[src/rtl/pc_gen_unit.sv]
// IF-stage program-counter generator: holds PC and PC+4, owns EPC and a
// circular return-address stack, and picks the next PC by fixed priority.
module pc_gen_unit #(
    parameter int               WIDTH        = 32,
    parameter logic [WIDTH-1:0] RESET_VECTOR = WIDTH'(32'h0000_3000),
    parameter logic [WIDTH-1:0] EXC_VECTOR   = WIDTH'(32'h0000_4180),
    parameter int               RAS_DEPTH    = 4
) (
    input  logic                             clk,
    input  logic                             PcReSet,
    input  logic                             PCWrite,
    input  logic                             exc_req,
    input  logic [WIDTH-1:0]                 exc_pc,
    input  logic                             eret_req,
    input  logic                             redirect_valid,
    input  logic [WIDTH-1:0]                 redirect_pc,
    input  logic                             ras_push,
    input  logic [WIDTH-1:0]                 ras_push_addr,
    input  logic                             ras_pop,
    output logic [WIDTH-1:0]                 PCOut,
    output logic [WIDTH-1:0]                 PCOut_plus4,
    output logic [WIDTH-1:0]                 EPC,
    output logic [$clog2(RAS_DEPTH+1)-1:0]   ras_count,
    output logic                             ras_pop_hit
);

    localparam int               CW         = $clog2(RAS_DEPTH + 1);
    localparam int               PW         = $clog2(RAS_DEPTH);
    localparam logic [WIDTH-1:0] ALIGN_MASK = ~WIDTH'(3);
    localparam logic [WIDTH-1:0] RESET_PC   = RESET_VECTOR & ALIGN_MASK;

    logic [WIDTH-1:0] ras_mem [RAS_DEPTH];
    logic [PW-1:0]    ras_ptr;
    logic [PW-1:0]    top_idx;
    logic [PW-1:0]    wr_idx;
    logic [WIDTH-1:0] ras_top;
    logic             flush;
    logic             ras_en;
    logic             do_pop;
    logic             do_push;
    logic [WIDTH-1:0] next_pc;

    // ras_ptr addresses the next free slot; the top lives one below it.
    assign top_idx = ras_ptr - PW'(1);
    assign ras_top = ras_mem[top_idx];

    // Flushing sources freeze the RAS so a squashed call/return cannot corrupt it.
    assign flush       = exc_req | eret_req | redirect_valid;
    assign ras_en      = PCWrite & ~flush;
    assign do_pop      = ras_en & ras_pop & (ras_count != '0);
    assign do_push     = ras_en & ras_push;
    assign ras_pop_hit = do_pop;

    // Push together with a hit pop replaces the top in place.
    assign wr_idx = do_pop ? top_idx : ras_ptr;

    always_comb begin
        next_pc = PCOut;
        if (exc_req)
            next_pc = EXC_VECTOR & ALIGN_MASK;
        else if (eret_req)
            next_pc = EPC & ALIGN_MASK;
        else if (redirect_valid)
            next_pc = redirect_pc & ALIGN_MASK;
        else if (do_pop)
            next_pc = ras_top & ALIGN_MASK;
        else if (PCWrite)
            next_pc = PCOut_plus4;
    end

    always_ff @(posedge clk or posedge PcReSet) begin
        if (PcReSet) begin
            PCOut       <= RESET_PC;
            PCOut_plus4 <= RESET_PC + WIDTH'(4);
            EPC         <= '0;
        end else begin
            PCOut       <= next_pc;
            PCOut_plus4 <= next_pc + WIDTH'(4);
            if (exc_req)
                EPC <= exc_pc;
        end
    end

    always_ff @(posedge clk or posedge PcReSet) begin
        if (PcReSet) begin
            ras_ptr   <= '0;
            ras_count <= '0;
        end else if (do_push && !do_pop) begin
            ras_ptr <= ras_ptr + PW'(1);
            if (ras_count != CW'(RAS_DEPTH))
                ras_count <= ras_count + CW'(1);
        end else if (do_pop && !do_push) begin
            ras_ptr   <= top_idx;
            ras_count <= ras_count - CW'(1);
        end
    end

    // Entry contents are don't-care after reset, so the array carries no reset.
    always_ff @(posedge clk) begin
        if (do_push)
            ras_mem[wr_idx] <= ras_push_addr;
    end

endmodule

[config.mk]
export PLATFORM = sky130hd
export DESIGN_NAME = pc_gen_unit
export DESIGN_NICKNAME = d
export VERILOG_FILES = /design/src/rtl/pc_gen_unit.sv
export SDC_FILE = /design/constraint.sdc
export NUM_CORES = 1
export LEC_CHECK = 0
export ABC_AREA = 1
export CORE_ASPECT_RATIO = 0.8
export CORE_MARGIN = 1.5
export CORE_UTILIZATION = 47
export DETAILED_ROUTE_END_ITERATION = 10
export PLACE_DENSITY = 0.77
export SLEW_MARGIN = 40
export SYNTH_ARGS = -nofsm -noshare
export SYNTH_HDL_FRONTEND = slang
export SYNTH_SLANG_ARGS = --single-unit
[constraint.sdc]
create_clock -name clk -period 3.2 [get_ports clk]
set_input_delay 0.64 -clock clk [delete_from_list [all_inputs] [get_ports clk]]
set_output_delay 0.64 -clock clk [all_outputs]
set_load 0.02 [all_outputs]
==> flow_metrics.py, run 1 <==
metrics = {
    "finish": {
        "syn2layout_area_growth_pct": 30.9,
        "post-route-util_pct": 63.6,
        "fin_cells": 1749,
        "n_fill_cell": 1816,
        "nNetsFinal": 1539,
        "n_antenna_cell": 0,
        "drive_gt1_share_pct": 11.7,
    },
    "die": {
        "io_pins": 204,
        "die-area_um2": 23500,
        "die_h_um": 137,
        "start_util_pct": 48.6,
        "die_w_um": 171,
        "rows": 48,
        "core_um2": 21900,
    },
    "synthesis": {
        "syn_area_per_cell_um2": 8.78,
        "synth_top_area_share_pct": 33.9,
        "yosys_warnings": 0,
        "ys_ff_latch": 217,
        "synth_top_area_cell": "edfxtp_1",
        "ys_types": 40,
        "synthFlopType": "edfxtp_1",
        "synthArstFlopShare_pct": 44.7,
        "synthTopCellsByArea": "edfxtp_1 (34%), dfrtp_1 (22%), nand2_1 (17%)",
        "syn-cell-area_um2": 10600,
        "postSynthCellCount": 1210,
        "ys_seq_area_share_pct": 56.8,
        "synth_edf_count": 120,
        "synthTopCellsByCount": "nand2_1 (473), inv_1 (138), edfxtp_1 (120)",
        "post-synth-top-count-cell": "nand2_1",
    },
    "global_routing": {
        "grt_pass1_vias": 8189,
        "grt.overflow.total": 0,
        "antenna_found_initial": 0,
        "grt_usage_pct": 24.8,
        "grt_pass1_wl_um": 43900,
        "grt_max_degree": 43,
    },
    "job": {
        "drv_cap": 0,
    },
    "routing": {
        "wl_per_cell_um": 16.3,
        "drc": 0,
        "drt-initial-drc-count": 723,
        "vias": 8576,
        "routed_wl_um": 28600,
        "viasPerCell": 4.90,
        "drt_first_pass_iters": 5,
        "ant_nets": 0,
    },
    "clock_tree": {
        "clk_latency_ps": 510,
        "cts_max_level": 1,
        "cts_buffers": 24,
        "cts-resized-gates": 0,
        "post_cts_buffers": 0,
        "path_clk_slew_ps": 60,
        "hold_buffers": 0,
        "cts_tree": "done",
        "cts.path.max_buffers": 3,
        "root_buffer": "clkbuf_16",
        "numClockSinks": 217,
    },
    "power": {
        "combPwrFrac_pct": 27.5,
        "pwr-share-seq_pct": 38.8,
        "leakagePower_nw": 6.49,
        "pwr-share-clk_pct": 33.7,
        "ir_drop_mv": 0.428,
        "switching_power_mw": 2.71,
        "p_int_mw": 5.73,
        "power.density_nw_per_um2": 607,
        "power.share.switching_pct": 32.1,
    },
    "timing": {
        "setup_violations": 0,
        "skew_ps": 9.35,
        "hold_violations": 0,
        "rsz0062_at_grt": "no",
        "finalCriticalPeriod_ps": 2800,
        "finalCritPeriodShare_pct": 87.6,
        "worst_pin_slew_ps": 521,
        "maxSlewHeadroom_pct": 65.3,
        "drv_slew": 0,
        "max_freq_mhz": 357,
    },
    "critical_path": {
        "worstSetupStartpoint": "ras_ptr[1]",
        "rr_startpoint": "ras_ptr[1]",
        "cp.arrival_ps": 3210,
        "startpoint_type": "flop",
        "path_class": "reg2reg",
        "cp-end-kind": "flop",
        "cp_max_fo": 16,
        "crit_required_ps": 3600,
    },
    "placed_design": {
        "dpl.hpwl_um": 20700,
        "post-place-cells": 1705,
        "globalplace.congestion": 0.927,
        "portBuffers": 195,
    },
    "hold_path": {
        "hold_path.startpoint": "EPC[0]",
        "min_path_type": "reg2reg",
    },
    "outcome": {
        "status": "finished clean",
    },
}
[per-stage QoR]
step                setup TNS, ps  hold slack [ps]  total power, mW  instance area [um2]  setup WS [ps]
finish                          0              471             8.43                13900            396
global route                    0              492             8.87                13900            155
CTS                             0              473             8.50                13900           40.5
detailed placement          -10.5              458             5.64                13100          -10.5
global placement                0              456             5.60                13100           54.3
floorplan                  -20180              584             4.71                10600           -336
[area by class of cell]
type / count / area (um2) / area share (%)
clock buffer: 29 / 641 / 4.61
clock inverter: 15 / 176 / 1.27
inverter: 142 / 537 / 3.86
multi-input combinational: 804 / 3760 / 27.1
sequential: 217 / 6040 / 43.4
tap: 300 / 375 / 2.70
timing repair buffer: 242 / 2370 / 17.1
[final timing paths]
| path | end | slack (ps) | cells past startpoint |
|---|---|---|---|
| worst min-delay path | EPC[0] | 470 | 2 |
| min in group asynchronous | PCOut_plus4[17] | 530 | 2 |
| max in group asynchronous | PCOut_plus4[13] | 1920 | 3 |
| worst max-delay path | PCOut_plus4[30] | 400 | 19 |
| worst min register to register | EPC[0] | 470 | 2 |
| worst max register to register | PCOut_plus4[30] | 400 | 19 |
[power by group through the flow]
stage	logic, mW	registers [mW]	clock network [mW]
finish	2.32	3.28	2.84
CTS	2.34	3.27	2.89
floorplan	1.27	3.44	0
global route	2.58	3.29	3.00
detailed placement	2.31	3.32	0
global placement	2.28	3.32	0
[sequential cells by signal (all words and copies together) (netlist names)]
name,flops
EPC,32
ras_count,3
ras_mem,120
ras_ptr,2
PCOut_plus4,30
PCOut,30
[kinds of logic after synthesis]
kind of cell / after synthesis / synth area share, %
simple gates: 679 / 26.8
flops: 217 / 56.8
buf+inv: 192 / 8.00
compound gates: 84 / 4.84
xor+xnor: 20 / 1.65
mux: 13 / 1.24
fa+ha+maj: 4 / 0.542
other cells: 1 / 0.0353
[worst max-delay path, stage by stage, from the launching register on]
cell and delay [ps]:
dfrtp_1 560, inv_2 80, nand2_1 150, buf_4 260, nor2_1 60, nor2_1 100
nand2_1 60, nand2_1 50, nand3_1 80, nand2_1 100, nand2_2 50, inv_1 70
ha_1 190, nand3_2 140, nor2_4 120, nand2_2 140, nor2_2 270, nand3_1 110
nand2_1 70, nand2_1 40
[placed cells by master, fill, tap and decap left out, types with 2 or more instances in the layout]
| cell | netlist | final |
|---|---|---|
| nand2_1 | 473 | 473 |
| clkdlybuf4s50_1 | 0 | 192 |
| inv_1 | 138 | 137 |
| edfxtp_1 | 120 | 120 |
| nor2_1 | 107 | 103 |
| dfrtp_1 | 92 | 92 |
| o21ai_0 | 42 | 42 |
| buf_4 | 9 | 41 |
| nand3_1 | 25 | 25 |
| clkbuf_16 | 0 | 25 |
| a21oi_1 | 20 | 20 |
| or2_2 | 17 | 17 |
| nor2_2 | 12 | 16 |
| xor2_1 | 15 | 15 |
| nand2_2 | 15 | 14 |
| mux2i_1 | 12 | 12 |
| nand4_1 | 12 | 12 |
| nor2_4 | 8 | 8 |
| nand3_2 | 7 | 7 |
| clkinv_2 | 1 | 6 |
| o21ai_1 | 6 | 6 |
| buf_12 | 0 | 6 |
| dfstp_2 | 5 | 5 |
| xnor2_1 | 5 | 5 |
| o21bai_1 | 4 | 4 |
| o22ai_1 | 4 | 4 |
| a21oi_4 | 4 | 4 |
| conb_1 | 1 | 4 |
| clkinv_1 | 0 | 4 |
| bufinv_16 | 0 | 4 |
| clkbuf_1 | 12 | 4 |
| inv_2 | 3 | 3 |
| ha_1 | 3 | 3 |
| nand2_4 | 1 | 2 |
| a21boi_4 | 2 | 2 |
| buf_2 | 18 | 2 |
[metal layers]
layer | part of all wire [%] | GRT usage, % | up-vias
met5 | 0 | 0 | -
met4 | 1.7 | 5.12 | 0
met3 | 8.8 | 4.57 | 34
met2 | 46 | 39.5 | 342
met1 | 44 | 35.6 | 3982
li1 | - | - | 4218
Note: power is estimated with default switching activity, not from simulation.
==> run 2: changes to the inputs <==
--- a/config.mk
+++ b/config.mk
@@ -10,6 +10,7 @@
 export CORE_MARGIN = 1.5
 export CORE_UTILIZATION = 47
 export DETAILED_ROUTE_END_ITERATION = 10
+export GPL_ROUTABILITY_DRIVEN = 0
 export PLACE_DENSITY = 0.77
 export SLEW_MARGIN = 40
 export SYNTH_ARGS = -nofsm -noshare
==> run 2 against run 1 <==
Against the previous run: first-iteration DRC count increased by 6.1%; setup slack got worse by 250 ps; hold slack better by 15 ps; total power decreased by 4.7%; critical path depth shrank 13; fmax is 8.3% lower; sequential power about the same; die area is the same; combinational power barely moved; critical endpoint is now ras_pop_hit; highest routed layer unchanged.
==> flow_metrics.py, run 2 (synthesized netlist as in run 1, its figures left out) <==
metrics = {
    "placed_design": {
        "post-place-cells": 1700,
        "dpl_cell_area_um2": 13000,
        "portBuffers": 195,
        "dpl.hpwl_um": 21000,
        "dpl_worst_slack_ps": -1.98,
    },
    "routing": {
        "drt-initial-drc-count": 767,
        "wl_met1_um": 12500,
        "viasPerCell": 5.03,
        "drt_first_pass_iters": 5,
        "ant_nets": 0,
        "routed_wl_um": 28500,
        "wl_met2_um": 13200,
        "drc": 0,
        "routed.top_layer": "met4",
        "route.met3.wl_um": 2280,
        "wl_per_cell_um": 16.4,
        "vias": 8750,
    },
    "clock_tree": {
        "clk_latency_ps": 500,
        "root_buffer": "clkbuf_16",
        "cts.path.max_buffers": 3,
        "cts-resized-gates": 0,
        "cts_max_level": 1,
        "numClockSinks": 217,
        "cts_buffers": 23,
        "path_clk_slew_ps": 60,
        "cts_tree": "done",
        "hold_buffers": 0,
        "post_cts_buffers": 0,
    },
    "finish": {
        "nNetsFinal": 1533,
        "drive_gt1_share_pct": 11.2,
        "final_area_um2": 13700,
        "regMostFlops": "ras_mem",
        "largestRegisters": "ras_mem x120, EPC x32",
        "n_fill_cell": 1859,
        "syn2layout_area_growth_pct": 29.3,
        "post-route-util_pct": 62.8,
        "final_common_cell": "nand2_1",
        "largest_reg_flops": 120,
        "final_cell_mix": "nand2_1 (473), clkdlybuf4s50_1 (193), inv_1 (137)",
        "fin_cells": 1740,
    },
    "timing": {
        "maxSlewHeadroom_pct": 59.4,
        "finalCriticalPeriod_ps": 3060,
        "setup_violations": 0,
        "hold_violations": 0,
        "worst_slack_ps": 141,
        "worst_pin_slew_ps": 609,
        "skew_ps": 8.14,
        "setup_tns_ps": 0,
        "whs_ps": 486,
        "max_freq_mhz": 327,
        "finalCritPeriodShare_pct": 95.6,
        "rsz0062_at_grt": "no",
        "drv_slew": 0,
    },
    "die": {
        "rows": 48,
        "die-area_um2": 23500,
        "die_w_um": 171,
        "start_util_pct": 48.6,
        "die_h_um": 137,
        "io_pins": 204,
        "core_um2": 21900,
    },
    "outcome": {
        "status": "finished clean",
    },
    "job": {
        "drv_cap": 0,
    },
    "power": {
        "power.share.switching_pct": 33.0,
        "power.density_nw_per_um2": 585,
        "switching_power_mw": 2.65,
        "p_int_mw": 5.39,
        "pwr-share-seq_pct": 40.6,
        "power_mw": 8.03,
        "combPwrFrac_pct": 29.2,
        "ir_drop_mv": 0.466,
        "pwr-share-clk_pct": 30.2,
        "leakagePower_nw": 6.39,
    },
    "critical_path": {
        "cp.arrival_ps": 2420,
        "cp_max_fo": 23,
        "crit_required_ps": 2560,
        "cp-end-kind": "output port",
        "path_class": "in2out",
        "startpoint_type": "input port",
    },
    "global_routing": {
        "grt_max_degree": 52,
        "grt.overflow.total": 0,
        "antenna_found_initial": 1,
        "grt_pass1_wl_um": 44100,
        "grt_usage_pct": 24.8,
        "grt_pass1_vias": 8512,
    },
    "hold_path": {
        "min_path_type": "reg2reg",
    },
}
-- run 2: area by class of cell --
class / count / area, um2 / share of cell area [%]
Timing Repair Buffer: 237 / 2340 / 17.1
Inverter: 142 / 537 / 3.91
Antenna cell: 1 / 2.50 / 0.0182
Tap cell: 300 / 375 / 2.73
Sequential cell: 217 / 6040 / 44.0
Clock inverter: 8 / 38.8 / 0.282
Multi-Input combinational cell: 804 / 3750 / 27.3
Clock buffer: 31 / 643 / 4.68
-- run 2: path summary, 6_finish.rpt --
path	start	end	slack, ps	depth (start not counted)
min reg2reg	EPC[11]	EPC[11]	490	2
max	eret_req	ras_pop_hit	140	6
min	EPC[11]	EPC[11]	490	2
min in group asynchronous	PcReSet	EPC[20]	570	2
max reg2reg	ras_ptr[1]	PCOut_plus4[20]	580	16
max in group asynchronous	PcReSet	EPC[7]	1920	3
-- run 2: power groups by stage --
stage,Clock [mW],Combinational [mW],Sequential [mW]
3_5_place_dp,0,2.35,3.31
4_1_cts,2.48,2.36,3.26
3_3_place_gp,0,2.31,3.31
6_report,2.43,2.35,3.26
5_1_grt,2.58,2.59,3.28
2_1_floorplan,0,1.27,3.44
-- run 2: metal layers --
metal | track usage, % | vias to the layer above
met4 | 6.09 | 0
met5 | 0 | -
met2 | 40.6 | 326
li1 | - | 4223
met3 | 4.51 | 46
met1 | 34.5 | 4155
-- run 2: worst max-delay path, cell delays in order --
cell and delay (ps):
clkdlybuf4s50_1 520, nor2_4 170, nand3_2 100, nor2_4 180, buf_12 180, clkdlybuf4s50_1 620
